File: src/rtl/circle_pkg.sv
// circle_pkg: shared types and defaults for the walking-circle step scheduler.
// Holds the scheduler state enum, default parameter values and the period helper.
package circle_pkg;

    typedef enum logic {
        SCHED_IDLE = 1'b0,
        SCHED_RUN  = 1'b1
    } sched_state_e;

    localparam int unsigned DEF_BASE_PERIOD   = 25_000_000;
    localparam int unsigned DEF_SPEED_LEVELS  = 8;
    localparam int unsigned DEF_LAP_STEPS     = 12;
    localparam int unsigned DEF_AUTOSTOP_LAPS = 4;

    // Step period for a speed level: base halved per level, never below 1.
    function automatic int unsigned step_period(
        input int unsigned base,
        input int unsigned speed
    );
        int unsigned p;
        p = base >> speed;
        if (p == 0) begin
            p = 1;
        end
        return p;
    endfunction

endpackage

File: src/rtl/circle_step_timer.sv
// circle_step_timer: period counter with a >= compare against the live period.
// Ports: clk_i, rst_i (async, high), clear_i, enable_i, period_i, expire_o.
module circle_step_timer #(
    parameter int unsigned CNT_W = 25
) (
    input  logic           clk_i,
    input  logic           rst_i,
    input  logic           clear_i,
    input  logic           enable_i,
    input  logic [CNT_W:0] period_i,
    output logic           expire_o
);

    logic [CNT_W-1:0] cnt_q;
    logic [CNT_W-1:0] cnt_d;
    logic             hit;

    always_comb begin
        // >= rather than == so a shortened period fires at once
        // instead of waiting for the counter to wrap.
        hit      = ({1'b0, cnt_q} >= (period_i - (CNT_W + 1)'(1)));
        expire_o = enable_i && !clear_i && hit;
        cnt_d    = cnt_q;
        if (clear_i) begin
            cnt_d = '0;
        end else if (enable_i) begin
            cnt_d = hit ? '0 : cnt_q + CNT_W'(1);
        end
    end

    always_ff @(posedge clk_i or posedge rst_i) begin
        if (rst_i) begin
            cnt_q <= '0;
        end else begin
            cnt_q <= cnt_d;
        end
    end

endmodule

File: src/rtl/circle_step_scheduler.sv
// circle_step_scheduler: run/stop step pulse generator with speed levels and laps.
// In: clk_i, rst_i, start_i, stop_i, step_i, faster_i, slower_i. Out: step_o,
// lap_o, running_o, speed_o, lap_cnt_o. Macro CIRCLE_SCHED_AUTOSTOP_EN enables
// automatic stop after AUTOSTOP_LAPS laps since the last start.
module circle_step_scheduler
    import circle_pkg::*;
#(
    parameter int unsigned BASE_PERIOD   = DEF_BASE_PERIOD,
    parameter int unsigned SPEED_LEVELS  = DEF_SPEED_LEVELS,
    parameter int unsigned LAP_STEPS     = DEF_LAP_STEPS,
    parameter int unsigned AUTOSTOP_LAPS = DEF_AUTOSTOP_LAPS,
    parameter int unsigned SPEED_W       = $clog2(SPEED_LEVELS),
    parameter int unsigned CNT_W         = $clog2(BASE_PERIOD)
) (
    input  logic               clk_i,
    input  logic               rst_i,
    input  logic               start_i,
    input  logic               stop_i,
    input  logic               step_i,
    input  logic               faster_i,
    input  logic               slower_i,
    output logic               step_o,
    output logic               lap_o,
    output logic               running_o,
    output logic [SPEED_W-1:0] speed_o,
    output logic [7:0]         lap_cnt_o
);

    localparam int unsigned POS_W = (LAP_STEPS > 1) ? $clog2(LAP_STEPS) : 1;
    localparam logic [SPEED_W-1:0] SPEED_MAX = SPEED_W'(SPEED_LEVELS - 1);
    localparam logic [POS_W-1:0]   POS_LAST  = POS_W'(LAP_STEPS - 1);

    sched_state_e       state_q, state_d;
    logic [SPEED_W-1:0] speed_q, speed_d;
    logic [POS_W-1:0]   pos_q, pos_d;
    logic [7:0]         lap_cnt_q, lap_cnt_d;
    logic               step_q, step_d;
    logic               lap_q, lap_d;

    logic               timer_en;
    logic               timer_expire;
    logic               step_fire;
    logic               lap_wrap;
    logic [CNT_W:0]     period;

    assign period = (CNT_W + 1)'(step_period(BASE_PERIOD, 32'(speed_q)));

    // Stop in the same cycle as an expiry suppresses that step.
    assign timer_en = (state_q == SCHED_RUN) && !stop_i;

    circle_step_timer #(
        .CNT_W    (CNT_W)
    ) u_timer (
        .clk_i    (clk_i),
        .rst_i    (rst_i),
        .clear_i  (!timer_en),
        .enable_i (timer_en),
        .period_i (period),
        .expire_o (timer_expire)
    );

`ifdef CIRCLE_SCHED_AUTOSTOP_EN
    logic [7:0] auto_q, auto_d;
`else
    logic unused_autostop;
    assign unused_autostop = ^AUTOSTOP_LAPS;
`endif

    always_comb begin
        state_d   = state_q;
        speed_d   = speed_q;
        pos_d     = pos_q;
        lap_cnt_d = lap_cnt_q;
        step_fire = 1'b0;

        case (state_q)
            SCHED_IDLE: begin
                step_fire = step_i;
                if (start_i && !stop_i) begin
                    state_d = SCHED_RUN;
                end
            end
            SCHED_RUN: begin
                step_fire = timer_expire;
                if (stop_i) begin
                    state_d = SCHED_IDLE;
                end
            end
            default: state_d = SCHED_IDLE;
        endcase

        // Lap position survives stop so it stays aligned with the animator.
        lap_wrap = step_fire && (pos_q == POS_LAST);
        if (step_fire) begin
            pos_d = lap_wrap ? '0 : pos_q + POS_W'(1);
        end
        if (lap_wrap) begin
            lap_cnt_d = lap_cnt_q + 8'd1;
        end

        unique case (1'b1)
            faster_i && !slower_i && (speed_q != SPEED_MAX):
                speed_d = speed_q + SPEED_W'(1);
            slower_i && !faster_i && (speed_q != '0):
                speed_d = speed_q - SPEED_W'(1);
            default: ;
        endcase

`ifdef CIRCLE_SCHED_AUTOSTOP_EN
        auto_d = auto_q;
        if (state_q == SCHED_IDLE && state_d == SCHED_RUN) begin
            auto_d = '0;
        end else if (state_q == SCHED_RUN && lap_wrap) begin
            auto_d = auto_q + 8'd1;
            // Leave RUN on the same edge that registers the final lap pulse.
            if (auto_q == 8'(AUTOSTOP_LAPS - 1)) begin
                state_d = SCHED_IDLE;
            end
        end
`endif

        step_d = step_fire;
        lap_d  = lap_wrap;
    end

    always_ff @(posedge clk_i or posedge rst_i) begin
        if (rst_i) begin
            state_q   <= SCHED_IDLE;
            speed_q   <= '0;
            pos_q     <= '0;
            lap_cnt_q <= '0;
            step_q    <= 1'b0;
            lap_q     <= 1'b0;
        end else begin
            state_q   <= state_d;
            speed_q   <= speed_d;
            pos_q     <= pos_d;
            lap_cnt_q <= lap_cnt_d;
            step_q    <= step_d;
            lap_q     <= lap_d;
        end
    end

`ifdef CIRCLE_SCHED_AUTOSTOP_EN
    always_ff @(posedge clk_i or posedge rst_i) begin
        if (rst_i) begin
            auto_q <= '0;
        end else begin
            auto_q <= auto_d;
        end
    end
`endif

    assign step_o    = step_q;
    assign lap_o     = lap_q;
    assign running_o = (state_q == SCHED_RUN);
    assign speed_o   = speed_q;
    assign lap_cnt_o = lap_cnt_q;

endmodule

File: config.mk
export PLATFORM = sky130hd
export DESIGN_NAME = circle_step_scheduler
export DESIGN_NICKNAME = d
export VERILOG_FILES = /design/src/rtl/circle_pkg.sv /design/src/rtl/circle_step_timer.sv /design/src/rtl/circle_step_scheduler.sv
export SDC_FILE = /design/constraint.sdc
export NUM_CORES = 1
export LEC_CHECK = 0
export ABC_AREA = 1
export CAP_MARGIN = 40
export CORE_MARGIN = 1.5
export CORE_UTILIZATION = 55
export CTS_CLUSTER_DIAMETER = 60
export DETAILED_ROUTE_END_ITERATION = 16
export PLACE_DENSITY = 0.78
export RECOVER_POWER = 50
export SLEW_MARGIN = 20
export SYNTH_ARGS = -nofsm -noshare
export SYNTH_HDL_FRONTEND = slang
export SYNTH_SLANG_ARGS = --single-unit
export TNS_END_PERCENT = 10
File: constraint.sdc
create_clock -name clk_i -period 2.86 [get_ports clk_i]
set_input_delay 0.572 -clock clk_i [delete_from_list [all_inputs] [get_ports clk_i]]
set_output_delay 0.572 -clock clk_i [all_outputs]
set_load 0.01 [all_outputs]
==> results.tsv <==
metric	value	unit
synth-seq-cells	43	
die_h	79	um
dpl.cell_count	521	
path_cells	nor2_2, nor2_1, a21oi_2, a21oi_1, nor2_1, ha_1, nand2_1, inv_1, nand2_1, nor2_1, nand2_1, nand2_1, nor2_2, nand3_4, nand2_4, nand2_8, nand2_4, nand2_1, nand2_1	
period_needed	2.63	ns
grt_pass1_wl	12400	um
fmax	380	MHz
netlist_area	3180	um2
slew_violations	0	
synth.lib_cells_used.distinct	31	
routed_wl	7240	um
period_share	92.0	%
dieArea	6240	um2
clk_latency	0.31	ns
cp-end-kind	register	
drc_errors	0	
drv_cap	0	
cp.required	3.10	ns
antenna_cells	0	
min_path_type	reg -> reg	
fin_area	3690	um2
numCtsBuffers	5	
io_pins	21	
cts_max_path_buffers	2	
grt_max_degree	44	
critPathKind	reg -> reg	
port_buffers	20	
fin_cells	532	
critical_path.max_fanout	14	
avgRoutedWirePerCell	13.6	um
layout.area.seq	1080	um2
crit_slowest_cell	dfrtp_2	
firstDrtPassIters	4	
path_common_cell	nand2_1	
worst_pin_slew	1.08	ns
h-tree-depth	2	
finClkSkew	0.0115	ns
multi_input_area	1900	um2
grtUsageTotal	25.3	%
cpPeakStageDelay	0.47	ns
arrival	2.87	ns
drive_gt1_share	11.1	%
grt_pass1_vias	2733	
route.antenna.remaining_nets	0	
cts_sinks	43	
antenna_found_initial	0	
placed_area	3460	um2
globalplace.congestion	0.938	
final_hold_viol_count	0	
fp.coreArea	5540	um2
cts-root-buf	clkbuf_8	
fillers	479	
fin_total_pwr	2380	uW
setup_viol	0	
via_count	2854	
layout.nets	496	
cp-start-kind	register	
place_hpwl	5400	um
die_w	79	um
vdd_ir_drop_max	0.488	mV
cts_tree	yes	
synth_seq_area_share	33.9	%
status	complete, no violations	
netlist_instances	428	
p_leak	0.00189	uW
rows	27	
area_growth	16.1	%
hold_buffers	0	
final_util	66.6	%
dr.first_iter.drc_count	191	
maxSlewHeadroom	28.1	%
cellPowerDensity	646	nW/um2
syn_nets	465	
syn_avg_cell_area	7.42	um2
start_util	57.3	%
avgViaCountPerCell	5.36	
grt_overflow	0	
clkSlewWorstSetupHoldPaths	0.09	ns
worst_hold_slack	0.526	ns
yosysWarnings	0	
[area by class of cell]
type / count / share of cell area (%)
Clock buffer: 5 / 1.87
Clock inverter: 3 / 1.93
Inverter: 59 / 6.01
Multi-Input combinational cell: 322 / 51.5
Sequential cell: 43 / 29.3
Tap cell: 72 / 2.44
Timing Repair Buffer: 28 / 6.99
[final timing paths]
path                            cells after the start  slack [ns]                      from                    endpoint
worst max-delay path                               19        0.23    speed_o[0]$_DFFE_PP0P_    lap_cnt_o[7]$_DFFE_PP0P_
worst min-delay path                                2        0.53  lap_cnt_o[7]$_DFFE_PP0P_    lap_cnt_o[7]$_DFFE_PP0P_
worst max register to register                     19        0.23    speed_o[0]$_DFFE_PP0P_    lap_cnt_o[7]$_DFFE_PP0P_
worst min register to register                      2        0.53  lap_cnt_o[7]$_DFFE_PP0P_    lap_cnt_o[7]$_DFFE_PP0P_
max in group asynchronous                           3        1.07                     rst_i      speed_o[0]$_DFFE_PP0P_
min in group asynchronous                           3        1.05                     rst_i  u_timer.cnt_q[2]$_DFF_PP0_
[cell usage after synthesis]
library cell	instances	area [um2]
a21oi_1	13	65.1
buf_12	1	20.0
buf_2	2	10.0
buf_6	1	11.3
clkinv_1	1	3.75
dfrtp_1	43	1080
fa_1	1	20.0
ha_1	29	363
inv_1	56	210
inv_2	2	7.51
mux2_2	1	11.3
nand2_1	105	394
nand2_2	3	18.8
nand2_4	3	33.8
nand3_1	30	150
nand3_2	1	10.0
nand3_4	1	17.5
nand3b_1	2	15.0
nand4_1	11	68.8
nand4_2	1	12.5
nor2_1	68	255
nor2_2	4	25.0
nor3_1	9	45.0
nor3_2	2	20.0
nor3_4	1	16.3
nor3b_1	1	7.51
nor4_4	1	21.3
o21ai_0	10	50.1
o21bai_1	1	7.51
xnor2_1	5	43.8
xor2_1	19	166
[layout by cell type, fill, tap and decap left out, types with 11 or more instances in the layout]
cell	instances
xor2_1	19
a21oi_1	12
nor2_1	63
nand4_1	11
dfrtp_1	40
ha_1	28
nand3_1	30
nand2_1	104
clkdlybuf4s50_1	15
inv_1	53
[flip-flops by register name, indices dropped and copies added, names as in the netlist]
name / cells
u_timer.cnt_q: 25
lap_o: 1
lap_cnt_o: 8
running_o: 1
step_o: 1
pos_q: 4
speed_o: 3
[per-stage QoR]
stage	setup TNS (ns)	worst slack (ns)
2_1_floorplan	0	0.341
3_3_place_gp	0	0.0321
3_5_place_dp	-0.0207	-0.0207
4_1_cts	0	0.0292
5_1_grt	-0.0110	-0.00792
6_report	0	0.228
[layer usage]
metal	wire, um	part of all wire [%]	global-route usage, %
met3	360	5.0	4.71
met1	3160	44	31.6
met4	110	1.5	8.25
met5	0	0	0
met2	3610	50	43.9
[critical path, delay by kind of cell, from the launching register on]
kind                       cells  cell delay [ns]
adders and majority gates      1             0.28
and+or+nand+nor               15             1.47
AOI/OAI and AO/OA              2             0.28
buffers and inverters          1             0.06
DFF                            1             0.47
[logic make-up (layout without fill, tap and decap cells)]
kind of cell / Yosys count / count (layout) / share of synthesized area, %
buf+inv: 63 / 95 / 8.27
simple gates: 243 / 243 / 35.0
compound gates: 24 / 24 / 3.86
fa+ha+maj: 30 / 30 / 12.1
mux: 1 / 1 / 0.354
flops: 43 / 43 / 33.9
xor+xnor: 24 / 24 / 6.62
[where the power goes]
part           leakage (uW)  switching [uW]  internal (uW)
Sequential         0.000581            80.4            665
Combinational       0.00124             643            412
Clock             0.0000703             228            355
Total               0.00189             952           1430
[timing repair]
item / in CTS / in global routing
setup endpoints to repair: 3 / 36
setup buffers: 0 / 3
resized for setup: 2 / 18
pin swaps: 0 / 2
Note: power is estimated with default switching activity, not from simulation.
